$ cat src/rtl/cal_level_capture.sv
// cal_level_capture
// Captures four signed sample channels on each rising edge of sample_clk
// (detected in the clk domain), averages 2^LOG2N consecutive samples per
// channel and presents the four means through a valid/ready handshake.
// A capture is requested with a single-cycle start pulse; the first partial
// sample period after start is discarded so every capture spans whole periods.
//
// Optional feature: define CAL_LEVEL_CAPTURE_MINMAX_EN to add per-channel
// min/max outputs (min0..3, max0..3) tracked over the same counted samples
// and registered alongside the means.
module cal_level_capture #(
   parameter int W     = 16,
   parameter int LOG2N = 4
) (
   input  logic                clk,
   input  logic                rst,
   input  logic                sample_clk,
   input  logic signed [W-1:0] sample_in0,
   input  logic signed [W-1:0] sample_in1,
   input  logic signed [W-1:0] sample_in2,
   input  logic signed [W-1:0] sample_in3,
   input  logic                start,
   output logic                busy,
   output logic                result_valid,
   input  logic                result_ready,
   output logic signed [W-1:0] mean0,
   output logic signed [W-1:0] mean1,
   output logic signed [W-1:0] mean2,
   output logic signed [W-1:0] mean3
`ifdef CAL_LEVEL_CAPTURE_MINMAX_EN
   ,
   output logic signed [W-1:0] min0,
   output logic signed [W-1:0] min1,
   output logic signed [W-1:0] min2,
   output logic signed [W-1:0] min3,
   output logic signed [W-1:0] max0,
   output logic signed [W-1:0] max1,
   output logic signed [W-1:0] max2,
   output logic signed [W-1:0] max3
`endif
);

   // Accumulator is wide enough that 2^LOG2N full-scale samples cannot overflow.
   localparam int AW = W + LOG2N;
   localparam int CW = LOG2N + 1;
   // Count value at which the next tick completes the capture.
   localparam logic [CW-1:0] LAST_COUNT = {1'b0, {LOG2N{1'b1}}};

   typedef enum logic [2:0] {
      S_IDLE,
      S_ARM,
      S_ACCUM,
      S_DONE,
      S_HOLD
   } state_t;

   state_t               state;
   logic                 sclk_q;
   logic                 tick;
   logic [CW-1:0]        count;
   logic signed [W-1:0]  smp    [4];
   logic signed [AW-1:0] acc    [4];
   logic signed [W-1:0]  mean_q [4];
`ifdef CAL_LEVEL_CAPTURE_MINMAX_EN
   logic signed [W-1:0]  run_min [4];
   logic signed [W-1:0]  run_max [4];
   logic signed [W-1:0]  min_q   [4];
   logic signed [W-1:0]  max_q   [4];
`endif

   assign smp[0] = sample_in0;
   assign smp[1] = sample_in1;
   assign smp[2] = sample_in2;
   assign smp[3] = sample_in3;

   // sample_clk is synchronous to clk, so a single register suffices for edge detection.
   assign tick = sample_clk & ~sclk_q;

   // Delay sample_clk by one clk to find its 0->1 transitions.
   always_ff @(posedge clk or posedge rst) begin
      // NOTE: state is updated with non-blocking assignments so every register
      // samples pre-edge values; blocking here would create order-dependent logic.
      if (rst) sclk_q <= 1'b0;
      else     sclk_q <= sample_clk;
   end

   // Capture FSM: arm on start, accumulate 2^LOG2N ticks, publish means, hold until accepted.
   always_ff @(posedge clk or posedge rst) begin
      if (rst) begin
         state        <= S_IDLE;
         busy         <= 1'b0;
         result_valid <= 1'b0;
         count        <= '0;
         // NOTE: the small accumulator/mean arrays are reset explicitly because an
         // aborted capture must leave no residue; large RAM-style arrays would not be.
         for (int i = 0; i < 4; i++) begin
            acc[i]    <= '0;
            mean_q[i] <= '0;
`ifdef CAL_LEVEL_CAPTURE_MINMAX_EN
            run_min[i] <= '0;
            run_max[i] <= '0;
            min_q[i]   <= '0;
            max_q[i]   <= '0;
`endif
         end
      end else begin
         case (state)
            S_IDLE: begin
               if (start) begin
                  state <= S_ARM;
                  busy  <= 1'b1;
                  count <= '0;
                  for (int i = 0; i < 4; i++) acc[i] <= '0;
               end
            end

            // Wait for a fresh sample edge so a partial period is never counted.
            S_ARM: begin
               if (tick) begin
                  state <= S_ACCUM;
                  count <= CW'(1);
                  for (int i = 0; i < 4; i++) begin
                     acc[i] <= AW'(smp[i]);
`ifdef CAL_LEVEL_CAPTURE_MINMAX_EN
                     run_min[i] <= smp[i];
                     run_max[i] <= smp[i];
`endif
                  end
               end
            end

            S_ACCUM: begin
               if (tick) begin
                  count <= count + CW'(1);
                  for (int i = 0; i < 4; i++) begin
                     acc[i] <= acc[i] + AW'(smp[i]);
`ifdef CAL_LEVEL_CAPTURE_MINMAX_EN
                     if (smp[i] < run_min[i]) run_min[i] <= smp[i];
                     if (smp[i] > run_max[i]) run_max[i] <= smp[i];
`endif
                  end
                  if (count == LAST_COUNT) state <= S_DONE;
               end
            end

            // Dropping the low LOG2N bits of a signed sum is an arithmetic
            // shift, i.e. the mean rounds toward minus infinity.
            S_DONE: begin
               for (int i = 0; i < 4; i++) begin
                  mean_q[i] <= acc[i][AW-1:LOG2N];
`ifdef CAL_LEVEL_CAPTURE_MINMAX_EN
                  min_q[i] <= run_min[i];
                  max_q[i] <= run_max[i];
`endif
               end
               result_valid <= 1'b1;
               busy         <= 1'b0;
               state        <= S_HOLD;
            end

            // Results stay frozen until consumed; start is ignored here.
            S_HOLD: begin
               if (result_valid && result_ready) begin
                  result_valid <= 1'b0;
                  state        <= S_IDLE;
               end
            end

            default: state <= S_IDLE;
         endcase
      end
   end

   assign mean0 = mean_q[0];
   assign mean1 = mean_q[1];
   assign mean2 = mean_q[2];
   assign mean3 = mean_q[3];

`ifdef CAL_LEVEL_CAPTURE_MINMAX_EN
   assign min0 = min_q[0];
   assign min1 = min_q[1];
   assign min2 = min_q[2];
   assign min3 = min_q[3];
   assign max0 = max_q[0];
   assign max1 = max_q[1];
   assign max2 = max_q[2];
   assign max3 = max_q[3];
`endif

endmodule

$ cat config.mk
export PLATFORM = sky130hd
export DESIGN_NAME = cal_level_capture
export DESIGN_NICKNAME = d
export VERILOG_FILES = /design/src/rtl/cal_level_capture.sv
export SDC_FILE = /design/constraint.sdc
export NUM_CORES = 1
export LEC_CHECK = 0
export BUFFER_PORTS_ARGS = -buffer_cell sky130_fd_sc_hd__buf_4
export CORE_MARGIN = 1
export CORE_UTILIZATION = 60
export DETAILED_ROUTE_END_ITERATION = 7
export PLACE_DENSITY = 0.83
export SYNTH_ARGS = -nofsm -noshare
export SYNTH_HDL_FRONTEND = slang
export SYNTH_SLANG_ARGS = --single-unit
$ cat constraint.sdc
create_clock -name clk -period 10.7 [get_ports clk]
set_input_delay 2.14 -clock clk [delete_from_list [all_inputs] [get_ports clk]]
set_output_delay 2.14 -clock clk [all_outputs]
set_load 0.005 [all_outputs]
==> metrics.cfg <==
[synthesis]
synth.top_cell.area_share_pct = 39.9
syn_area_per_cell_sq_um = 9.67
syn_inst = 1005
ys_top_cells_by_count = 155 x dfrtp_1, 147 x nor2_1, 78 x ha_1
synthTopCellsByArea = dfrtp_1 40%, ha_1 10%, mux2_2 7.5%
synth-main-ff-cell = dfrtp_1
ys_ff_latch = 155
netlist_area_sq_um = 9720
synth.distinct_cells = 64
synthArstFlopShare_pct = 100
seq_area_frac_synth_pct = 39.9
ys_warn_count = 0
synth.most_common_cell = dfrtp_1
synth_edf_count = 0
synth_area_leader_cell = dfrtp_1
syn-num-nets = 1156

[drt]
firstDrtPassIters = 5
routed_wl_um = 23200
drt-vias-per-instance = 6.06
drc_errors = 0
postRouteAntennaNets = 0
num_vias = 8172
drt_iter0_markers = 434
wl_per_cell_um = 17.2

[critical_path]
startpoint_type = primary input
critPathMaxFanout = 3
critPathLaunch = sample_in0[0]
rrSetupSlack_ps = 7380
cpMostUsedCell = a21oi_1
crit_slowest_cell = a2111oi_0
end_kind = flop
r2r_end = acc[72]
cpPeakStageDelay_ps = 800
arrival_ps = 5070
endpoint = acc[72]
cp.required_ps = 10990
reg2reg_from = acc[60]
worstRegToRegCells = 11
worstSetupPathType = in2reg
path_cells = buf_4, ha_1, fa_1, a21o_1, a21oi_1, o21bai_1, a2111oi_0, nor3_1, a31o_2, a21oi_1, xor2_1, o21ai_0

[floorplan]
die_x_um = 129
num_rows = 46
ios = 135
dieHeight_um = 129
initial_utilization_pct = 61.4
die-area_sq_um = 16700
core-area_sq_um = 15800

[global_route]
overflow = 0
track_usage_pct = 28.9
grt_pass1_wl_um = 38300
antenna_found_initial = 0
grt_pass1_vias = 7992
grt_max_degree = 83

[pwr]
clock_power_share_pct = 18.2
pwr-share-seq_pct = 27.8
leakage_nw = 5.56
powerDensity_nw_per_um2 = 335
ir_worst_vdd_uv = 164
p_switching_mw = 1.56
combPwrFrac_pct = 54.0
p_sw_share_pct = 40.2
p_int_mw = 2.32

[cts]
postCtsHoldBufs = 0
cts.htree.levels = 4
clock_sinks = 155
cts_resized = 0
cts_tree = built
clkTransAtPathRegs_ps = 60
clk_latency_ps = 430
postCtsSetupRepairBufs = 0
cts_buffer_depth = 2
cts_root_buffer = clkbuf_16
cts_made_buffers = 17

[timing]
fin_tns_setup_ps = 0
clock.fmax_mhz = 209
tightest_slew_ps = 1300
slew-limit-headroom_pct = 12.7
rsz0062_at_grt = no
drv_slew = 0
setup_violations = 0
finalCriticalPeriod_ps = 4780
hold_viol = 0
finalCritPeriodShare_pct = 44.7
fin_worst_skew_ps = 10.9

[job]
maxCapViolations = 0

[hold_path]
whs_path_depth = 2
holdCritStartpoint = acc[43]
hold_class = reg2reg

[status]
status = finished clean

[place]
place_hpwl_um = 15600
routabilityCongestion = 0.903
io_buffers = 134
placed_cells = 1319

[finish]
diodes = 0
area_growth_pct = 19.4
nets = 1273
drive_gt1_share_pct = 22.4
final_cells = 1349

## per-layer routing
metal  track usage (%)  wire length (um)
met5                 0                 0
met1              36.1             10200
met2              50.0             11400
met4              10.6               503
met3              5.41              1130
## worst max-delay path, delay by kind of cell
kind                     cells  cell delay [ps]
buffers and inverters        1              110
AO/OA/AOI/OAI                7             1880
adder cells (fa/ha/maj)      2              620
AND/OR/NAND/NOR              1              170
XOR/XNOR                     1              160
## worst min path at each step
stage	end	slack, ps
finish	acc[43]	490
CTS	acc[43]	490
floorplan	acc[43]	450
detailed placement	acc[43]	480
global placement	acc[43]	470
global route	mean2[2]	520
## metrics by stage
stage	utilization, %	worst slack (ps)	hold WS (ps)	power (mW)	area [sq um]
floorplan	-	4380	454	2.56	9720
global placement	68.9	5610	471	3.06	10900
detailed placement	68.9	5510	479	3.15	10900
CTS	73.3	5920	492	3.88	11600
global route	73.3	5660	524	4.18	11600
finish	73.3	5920	489	3.88	11600
## cells by family (layout without fill, tap and decap cells)
| group | after synthesis | after routing | share of synthesized area [%] |
|---|---|---|---|
| AO/OA/AOI/OAI | 259 | 259 | 18.5 |
| AND/OR/NAND/NOR | 310 | 310 | 14.5 |
| multiplexers | 71 | 71 | 8.15 |
| flip-flops | 155 | 155 | 39.9 |
| buffers and inverters | 67 | 195 | 2.59 |
| adder cells (fa/ha/maj) | 82 | 82 | 10.9 |
| XOR/XNOR | 61 | 61 | 5.50 |
## power by group through the flow
stage	sequential (mW)	combinational, mW	clock [mW]
final	1.08	2.10	0.705
after global routing	1.12	2.33	0.734
after CTS	1.08	2.09	0.713
after detailed placement	1.09	2.06	0
after global placement	1.07	1.99	0
after floorplan	1.04	1.53	0
## placed cells by master (no fill, tap or decap), types with 3 or more instances in the layout
cell type	n
a211oi_1	5
a21o_1	31
a21oi_1	73
a221oi_1	47
a22oi_1	5
a311oi_1	3
a31oi_1	4
a41oi_1	8
and2_1	6
and3_1	15
buf_4	140
bufinv_16	6
clkbuf_16	17
clkbuf_8	6
dfrtp_1	155
fa_1	4
ha_1	78
inv_1	24
mux2_2	65
mux2i_1	6
nand2_1	62
nand2b_1	10
nand3_1	16
nand3b_1	4
nand4_1	4
nor2_1	145
nor2b_1	7
nor3_1	16
nor3b_1	3
o21a_1	5
o21ai_0	41
o21bai_1	4
or2_2	6
or3_1	5
xnor2_1	37
xor2_1	24
## flip-flops by register name (all words and copies together), names as in the netlist
register and flops:
acc 80, busy 1, count 5, mean0 16
mean1 16, mean2 16, mean3 16, result_valid 1
sclk_q 1, state 3
## final cells by class
type / instances / area [sq um]
clock buffer: 24 / 512
clock inverter: 6 / 180
fill: 1145 / 4230
inverter: 25 / 98.8
multi-input combinational: 783 / 5610
sequential: 155 / 3880
tap: 216 / 270
timing repair buffer: 140 / 1050
Power figures use the tool's default switching activity.
